<file path="src/rtl/vinsn_tracker.sv">
// In-flight vector instruction tracker: allocates IDs at issue, queues commit
// events into an in-order response FIFO, frees IDs on response, and drains on request.
module vinsn_tracker #(
    parameter int unsigned InsnIDNum   = 8,
    parameter int unsigned InsnIDWidth = $clog2(InsnIDNum),
    parameter int unsigned CntWidth    = $clog2(InsnIDNum + 1)
) (
    input  logic                   clk_i,
    input  logic                   rst_ni,
    input  logic                   issue_valid_i,
    output logic                   issue_ready_o,
    output logic [InsnIDWidth-1:0] issue_id_o,
    input  logic                   done_i,
    input  logic [InsnIDWidth-1:0] done_insn_id_i,
    input  logic                   done_illegal_i,
    output logic                   resp_valid_o,
    input  logic                   resp_ready_i,
    output logic [InsnIDWidth-1:0] resp_id_o,
    output logic                   resp_illegal_o,
    input  logic                   flush_i,
    output logic                   flush_done_o,
    output logic [CntWidth-1:0]    outstanding_cnt_o,
    output logic                   idle_o,
    output logic                   err_o
);

    // Handshakes: a transfer happens on a cycle where valid && ready; ready
    // never looks at valid, and done_i has no ready because the commit side
    // cannot stall.
    typedef enum logic [1:0] {
        NORMAL,
        DRAIN,
        DRAINED
    } state_e;

    state_e                   state_q;
    logic                     flush_done_q;
    logic [InsnIDNum-1:0]     alloc_q, alloc_d;
    logic [InsnIDNum-1:0]     pend_q, pend_d;
    logic [InsnIDWidth-1:0]   fifo_id_q [InsnIDNum];
    logic [InsnIDNum-1:0]     fifo_ill_q;
    logic [InsnIDWidth-1:0]   wr_ptr_q, rd_ptr_q;
    logic [CntWidth-1:0]      fifo_cnt_q, out_cnt_q;
    logic                     err_q;

    logic fire_issue, fire_pop, done_ok, done_bad;

    always_comb begin
        issue_id_o = '0;
        for (int i = InsnIDNum - 1; i >= 0; i--) begin
            if (!alloc_q[i]) issue_id_o = InsnIDWidth'(i);
        end
    end

    assign issue_ready_o     = !(&alloc_q) && (state_q == NORMAL);
    assign fire_issue        = issue_valid_i && issue_ready_o;
    assign done_ok           = done_i && pend_q[done_insn_id_i];
    assign done_bad          = done_i && !pend_q[done_insn_id_i];
    assign resp_valid_o      = (fifo_cnt_q != '0);
    assign fire_pop          = resp_valid_o && resp_ready_i;
    assign resp_id_o         = resp_valid_o ? fifo_id_q[rd_ptr_q] : '0;
    assign resp_illegal_o    = resp_valid_o && fifo_ill_q[rd_ptr_q];
    assign outstanding_cnt_o = out_cnt_q;
    assign idle_o            = (out_cnt_q == '0) && (fifo_cnt_q == '0);
    assign err_o             = err_q;
    assign flush_done_o      = flush_done_q;

    // Issue, done and pop always touch distinct IDs, so they compose freely.
    always_comb begin
        alloc_d = alloc_q;
        pend_d  = pend_q;
        if (fire_issue) begin
            alloc_d[issue_id_o] = 1'b1;
            pend_d[issue_id_o]  = 1'b1;
        end
        if (done_ok) pend_d[done_insn_id_i] = 1'b0;
        if (fire_pop) alloc_d[resp_id_o] = 1'b0;
    end

    always_ff @(posedge clk_i or negedge rst_ni) begin
        if (!rst_ni) begin
            alloc_q    <= '0;
            pend_q     <= '0;
            fifo_ill_q <= '0;
            wr_ptr_q   <= '0;
            rd_ptr_q   <= '0;
            fifo_cnt_q <= '0;
            out_cnt_q  <= '0;
            err_q      <= 1'b0;
            for (int i = 0; i < InsnIDNum; i++) fifo_id_q[i] <= '0;
        end else begin
            alloc_q <= alloc_d;
            pend_q  <= pend_d;
            if (done_bad) err_q <= 1'b1;
            if (done_ok) begin
                fifo_id_q[wr_ptr_q]  <= done_insn_id_i;
                fifo_ill_q[wr_ptr_q] <= done_illegal_i;
                wr_ptr_q             <= wr_ptr_q + 1'b1;
            end
            if (fire_pop) rd_ptr_q <= rd_ptr_q + 1'b1;
            case ({done_ok, fire_pop})
                2'b10:   fifo_cnt_q <= fifo_cnt_q + CntWidth'(1);
                2'b01:   fifo_cnt_q <= fifo_cnt_q - CntWidth'(1);
                default: fifo_cnt_q <= fifo_cnt_q;
            endcase
            case ({fire_issue, fire_pop})
                2'b10:   out_cnt_q <= out_cnt_q + CntWidth'(1);
                2'b01:   out_cnt_q <= out_cnt_q - CntWidth'(1);
                default: out_cnt_q <= out_cnt_q;
            endcase
        end
    end

    // Drain FSM; flush_done_q is set on entry to DRAINED so it spans exactly that state.
    always_ff @(posedge clk_i or negedge rst_ni) begin
        if (!rst_ni) begin
            state_q      <= NORMAL;
            flush_done_q <= 1'b0;
        end else begin
            flush_done_q <= 1'b0;
            case (state_q)
                NORMAL: begin
                    if (flush_i) state_q <= DRAIN;
                end
                DRAIN: begin
                    if (idle_o) begin
                        state_q      <= DRAINED;
                        flush_done_q <= 1'b1;
                    end
                end
                DRAINED: state_q <= NORMAL;
                default: state_q <= NORMAL;
            endcase
        end
    end

endmodule

</file>
<file path="config.mk">
export PLATFORM = sky130hd
export DESIGN_NAME = vinsn_tracker
export DESIGN_NICKNAME = d
export VERILOG_FILES = /design/src/rtl/vinsn_tracker.sv
export SDC_FILE = /design/constraint.sdc
export NUM_CORES = 1
export LEC_CHECK = 0
export ABC_AREA = 1
export BUFFER_PORTS_ARGS = -buffer_cell sky130_fd_sc_hd__buf_2
export CAP_MARGIN = 20
export CORE_AREA = 4 4 95 79
export DETAILED_ROUTE_END_ITERATION = 7
export DIE_AREA = 0 0 99 83
export PLACE_DENSITY = 0.75
export SKIP_LAST_GASP = 1
export SYNTH_ARGS = -nofsm -noshare
export SYNTH_HDL_FRONTEND = slang
export SYNTH_SLANG_ARGS = --single-unit
</file>
<file path="constraint.sdc">
create_clock -name clk_i -period 2.8 [get_ports clk_i]
set_input_delay 0.42 -clock clk_i [delete_from_list [all_inputs] [get_ports clk_i]]
set_output_delay 0.42 -clock clk_i [all_outputs]
set_load 0.01 [all_outputs]
</file>
# Word level (Yosys, flattened, before mapping)

Index checks and enable logic that the tools add are counted.

Reduce and logical (&&, ||, !) cells: 22
Mux-type cells: 39
$lt $le $gt $ge: 12
Bitwise operators: 8
Equal/unequal tests: 7
Add/sub/neg operators: 6

Operators with widths:

| kind                                                                          | number |
|---|---|
| 3-bit 2-to-1 mux                                                              | 12 |
| 8-bit 2-to-1 mux                                                              | 4 |
| 24-bit bitwise mux                                                            | 1 |
| 3-bit by 4-bit less-than comparator with 1-bit output (second input constant) | 5 |
| 8-bit AND                                                                     | 2 |
| 8-bit NOT                                                                     | 2 |
| 8-bit bitwise OR                                                              | 2 |
| 4-bit case mux with 2 select lines                                            | 2 |
| 1-bit demux with 3-bit select                                                 | 4 |
| 3-bit by 1-bit >= comparator with 1-bit output (second input constant)        | 4 |
| 1-bit logical AND                                                             | 12 |
| 3-bit binary-select mux with 3-bit select                                     | 1 |
| 3-bit demux with 3-bit select                                                 | 1 |
| 4-bit by 1-bit adder with 4-bit output (second input constant)                | 2 |
| 8-bit bitwise mux                                                             | 1 |
| 4-bit >= comparator (second input constant)                                   | 2 |
| 4-bit zero test                                                               | 2 |
| 1-bit 2-to-1 mux                                                              | 8 |
| 3-bit NOT with 4-bit output                                                   | 2 |
| 8-bit AND reduction                                                           | 1 |
| 4-bit by 1-bit subtractor with 4-bit output (second input constant)           | 2 |
| 3-bit by 1-bit adder with 3-bit output (second input constant)                | 2 |
| 1-bit binary-select mux with 3-bit select                                     | 2 |
| 2-bit by 1-bit == test with 1-bit output (second input constant)              | 3 |
| other kinds (10)                                                              | 15 |

Input port bits: 10
Logic and storage cells: 112
Bits in registers: 66
Output and inout bits: 16

# Longest topological paths before layout

Word-level depth: 16
Depth in mapped cells: 13
Depth with buffers taken out: 13

# Worst setup path before layout

No wires, ideal clock.

Path type: reg-to-reg
Start point: reg alloc_q[0]
End point: reg out_cnt_q[3] (netlist: outstanding_cnt_o[3])
Arrival: 2.230 ns
Stages on the path, launching flop included: 12
Setup slack: 0.445 ns
Library setup time: 0.125 ns
Path buffers: 1
Clock period less this slack: 2.355 ns
Data required time: 2.675 ns
Path through: dfrtp_1 > buf_2 > nand2_1 > nor2_1 > a21boi_1 > nand2_1 > ha_1 > ha_1 > a21oi_1 > o21ai_0 > xor2_1 > mux2_2

Cells in the longest elaborated chain, start to end: 6
Elaborated cells between the ends (all ways): 8
Classes of those cells: eq/ne: 2; mux: 1; reduce/logical: 5

RTL lines:

| element                                                                   | RTL line | text |
|---|---|---|
| from (decl)                                                               | 38       | `logic [InsnIDNum-1:0] alloc_q, alloc_d;` |
| from (signal assigned)                                                    | 92       | `alloc_q <= alloc_d;` |
| 8-bit AND reduction (*)                                                   | 55       | `assign issue_ready_o = !(&alloc_q) && (state_q == NORMAL);` |
| 1-bit zero test (*)                                                       | 55       |  |
| 1-bit logical AND (*)                                                     | 55       |  |
| via issue_ready_o                                                         | 11       | `output logic issue_ready_o,` |
| 1-bit logical AND (*)                                                     | 56       | `assign fire_issue = issue_valid_i && issue_ready_o;` |
| 2-bit by 1-bit == test with 1-bit output or 2-bit == test (tied branches) | 106      | `case ({fire_issue, fire_pop})` |
| 4-bit case mux with 2 select lines or 2-bit nonzero test (tied branches)  | n/a      |  |
| to (signal assigned)                                                      | 107      | `2'b10: out_cnt_q <= out_cnt_q + CntWidth'(1);` |
| to (signal assigned)                                                      | 108      | `2'b01: out_cnt_q <= out_cnt_q - CntWidth'(1);` |
| to (signal assigned)                                                      | 109      | `default: out_cnt_q <= out_cnt_q;` |
| to (decl)                                                                 | 43       | `logic [CntWidth-1:0] fifo_cnt_q, out_cnt_q;` |

Mark *: on every way through the listed nets, which the timed path passes. The rest lies on a longest branch.
A chain may end at the register's enable or synchronous reset.

# Worst setup path after layout

Start point: reg rd_ptr_q[1]
End point: out resp_id_o[0]

Cells in the longest elaborated chain, start to end: 5

RTL lines:

| element                                              | RTL line | text |
|---|---|---|
| from (decl)                                          | 42       | `logic [InsnIDWidth-1:0] wr_ptr_q, rd_ptr_q;` |
| from (signal assigned)                               | 100      | `if (fire_pop) rd_ptr_q <= rd_ptr_q + 1'b1;` |
| 3-bit NOT with 4-bit output (implied by the code)    | 61       | `assign resp_id_o = resp_valid_o ? fifo_id_q[rd_ptr_q] : '0;` |
| 3-bit binary-select mux with 3-bit select            | 61       |  |
| 3-bit 2-to-1 mux (implied by the code) (2 in series) | 61       |  |
| 3-bit 2-to-1 mux                                     | 61       |  |
| to (decl)                                            | 18       | `output logic [InsnIDWidth-1:0] resp_id_o,` |

Every way passes these cells. The select of a mux whose other input is x is not followed.

==> flow_summary.json <==
{
  "finClkSkew_ns": 0.00747,
  "r2r_start": "state_q[1]",
  "synth_cell_types": 33,
  "ys_seq_area_share_pct": 44.4,
  "cp.required_ns": 2.38,
  "critPathSlowestCell": "dfrtp_1",
  "cp_slowest_stage_delay_ns": 0.57,
  "clock_latency_ns": 0.35,
  "grt-ovfl-total": 0,
  "avgViaCountPerCell": 5.33,
  "cts_tree": "built",
  "reg2reg_slack_ns": 0.34,
  "hold_class": "primary input to async pin",
  "intPower_mw": 2.65,
  "gp_congestion": 0.877,
  "crit_chain": "inv_1 -> nor2_1 -> o21ai_0 -> nand3_1 -> inv_1 -> nor2_1 -> buf_2",
  "final_max_slew_viol_count": 0,
  "drt_iter0_drc": 291,
  "ys_ff_latch": 66,
  "cp.arrival_ns": 2.09,
  "power_frac_seq_pct": 36.7,
  "syn_inst": 491,
  "grt_pass1_vias": 2986,
  "r2r_end": "outstanding_cnt_o[3]",
  "yosysWarnings": 0,
  "p_per_area_mw_per_mm2": 1140,
  "dp_hpwl_um": 5990,
  "grt_pass1_wl_um": 14400,
  "placed_cells": 592,
  "cp.buffers_inverters": 3,
  "core_mm2": 0.00666,
  "ctsResizeCount": 0,
  "die_h_um": 83,
  "rows": 27,
  "drive_above_1_share_pct": 11.3,
  "min_period_over_period_pct": 89.6,
  "drt_wl_total_um": 8320,
  "antenna_found_initial": 0,
  "antenna_cells": 0,
  "h-tree-depth": 3,
  "mostFrequentLayoutCells": "nand2_1 (157), dfrtp_1 (66), inv_1 (58)",
  "fin_setup_tns_ns": 0,
  "async_reset_ff_share_pct": 100,
  "start_util_pct": 56.0,
  "port_buffers": 25,
  "drtAntennaViolNets": 0,
  "p_clk_share_pct": 19.4,
  "dr.pass1.iters": 5,
  "swShare_pct": 43.4,
  "hold_viol_final": 0,
  "cp-start-kind": "flip-flop",
  "power_frac_comb_pct": 43.9,
  "worstSetupPathType": "flip-flop to output pin",
  "gr-usage-all-layers_pct": 21.7,
  "relSlewSlack_pct": 58.0,
  "cts_setup_buffers": 0,
  "finalNetCount": 536,
  "synth_area_mm2": 0.00372,
  "root_buffer": "clkbuf_8",
  "worstMarginPinSlew_ns": 0.630,
  "layout_commonest_cell": "nand2_1",
  "fin_cells": 608,
  "p_sw_mw": 2.03,
  "num_io_pins": 26,
  "status": "finished, final reports clean",
  "cp_top_family": "flip-flops",
  "vdd_ir_drop_max_uv": 536,
  "syn2layout_area_growth_pct": 10.0,
  "cts_buffers": 9,
  "clock.fmax_mhz": 398,
  "drv_cap": 0,
  "synth_ff_type": "dfrtp_1",
  "period_minus_slack_ns": 2.51,
  "p_leak_nw": 2.21,
  "synth_area_per_cell_um2": 7.58,
  "routedWlPerCell_um": 13.7,
  "drc": 0,
  "synth_edf_count": 0,
  "ctsHoldBuffers": 0,
  "grt_max_degree": 45,
  "cts.sinks": 66,
  "cp-end-kind": "output pin",
  "rsz0062_at_grt": "false",
  "crit_fanout": 11,
  "die_x_um": 99,
  "die_area_mm2": 0.00822,
  "synth_nets": 511,
  "num_vias": 3239,
  "ctsLongestPathBuffers": 2,
  "clk_pin_slew_worst_paths_ns": 0.07,
  "setup_viol": 0,
  "reg2reg_depth": 9
}
## power groups by stage
stage          clock, mW  sequential (mW)  combinational, mW
5_1_grt            0.964             1.77               2.37
3_3_place_gp           0             1.71               1.98
3_5_place_dp           0             1.72               2.05
2_1_floorplan          0             1.60               1.61
4_1_cts            0.923             1.71               2.06
6_report           0.907             1.72               2.05
## sequential cells by signal (all words and copies together) (netlist names), 2 cells and up
register,count
fifo_id_q,24
alloc_q,8
fifo_ill_q,8
pend_q,8
fifo_cnt_q,4
outstanding_cnt_o,4
rd_ptr_q,3
wr_ptr_q,3
state_q,2
## worst reg2reg max path, delay by kind of cell (launching register included)
family,cells,cell delay [ns]
AOI/OAI and AO/OA,3,0.49
xor gates and xnor gates,1,0.15
adders and majority gates,2,0.62
DFF,1,0.42
muxes,1,0.26
and+or+nand+nor,2,0.40
## cell usage after synthesis, types with 3 or more instances
library cell | count | share of area [%]
dfrtp_1 | 66 | 44
nand2_1 | 157 | 16
xor2_1 | 9 | 2.1
nand4_1 | 4 | 0.67
o211ai_1 | 4 | 0.81
ha_1 | 8 | 2.7
buf_6 | 4 | 1.2
nor2_1 | 55 | 5.5
nand3_1 | 54 | 7.3
o21ai_0 | 27 | 3.6
inv_1 | 58 | 5.8
inv_2 | 3 | 0.30
buf_4 | 6 | 1.2
nand2_4 | 5 | 1.5
a21oi_1 | 6 | 0.81
## cells by family (layout without fill, tap and decap cells)
group	after synthesis	after routing	synth area share [%]
and+or+nand+nor	280	280	32.0
muxes	2	2	0.605
buffers and inverters	76	106	9.74
xor gates and xnor gates	11	11	2.59
adders and majority gates	10	10	3.76
AOI/OAI and AO/OA	46	46	6.92
DFF	66	66	44.4
## worst max path at each step
| stage | to | from | slack, ns | cells past startpoint |
|---|---|---|---|---|
| floorplan | outstanding_cnt_o[3] | alloc_q[0] | 0.45 | 11 |
| global placement | fifo_cnt_q[3] | done_insn_id_i[2] | 0.19 | 14 |
| detailed placement | fifo_cnt_q[3] | done_insn_id_i[2] | 0.09 | 14 |
| CTS | resp_id_o[0] | rd_ptr_q[1] | 0.30 | 7 |
| global route | resp_id_o[0] | rd_ptr_q[1] | 0.1 | 7 |
| finish | resp_id_o[0] | rd_ptr_q[1] | 0.29 | 7 |
## routing by layer
layer  share of wire (%)  vias to the layer above  GRT usage, %
li1                    -                     1597             -
met1                  49                     1530          32.3
met2                  43                      104          31.1
met3                 6.8                        8          6.13
met4                 1.1                        0          5.71
met5                   0                        -             0
## cell type report
cell class                      count  area (µm²)
Timing Repair Buffer               28         160
Clock buffer                       10         138
Multi-Input combinational cell    349        1710
Clock inverter                      6        90.1
Tap cell                           87         109
Fill cell                         613        2560
Inverter                           62         240
Sequential cell                    66        1650
## per-stage QoR
step	power (mW)	hold slack [ns]	utilization (%)	instance area [µm²]	worst slack [ns]
2_1_floorplan	3.22	0.124	-	3720	0.445
3_3_place_gp	3.69	0.453	58.2	3870	0.189
3_5_place_dp	3.77	0.450	58.2	3870	0.0927
4_1_cts	4.69	0.107	61.6	4100	0.296
5_1_grt	5.11	0.126	61.6	4100	0.0985
6_report	4.67	0.0858	61.6	4100	0.290
Power figures use the tool's default switching activity.
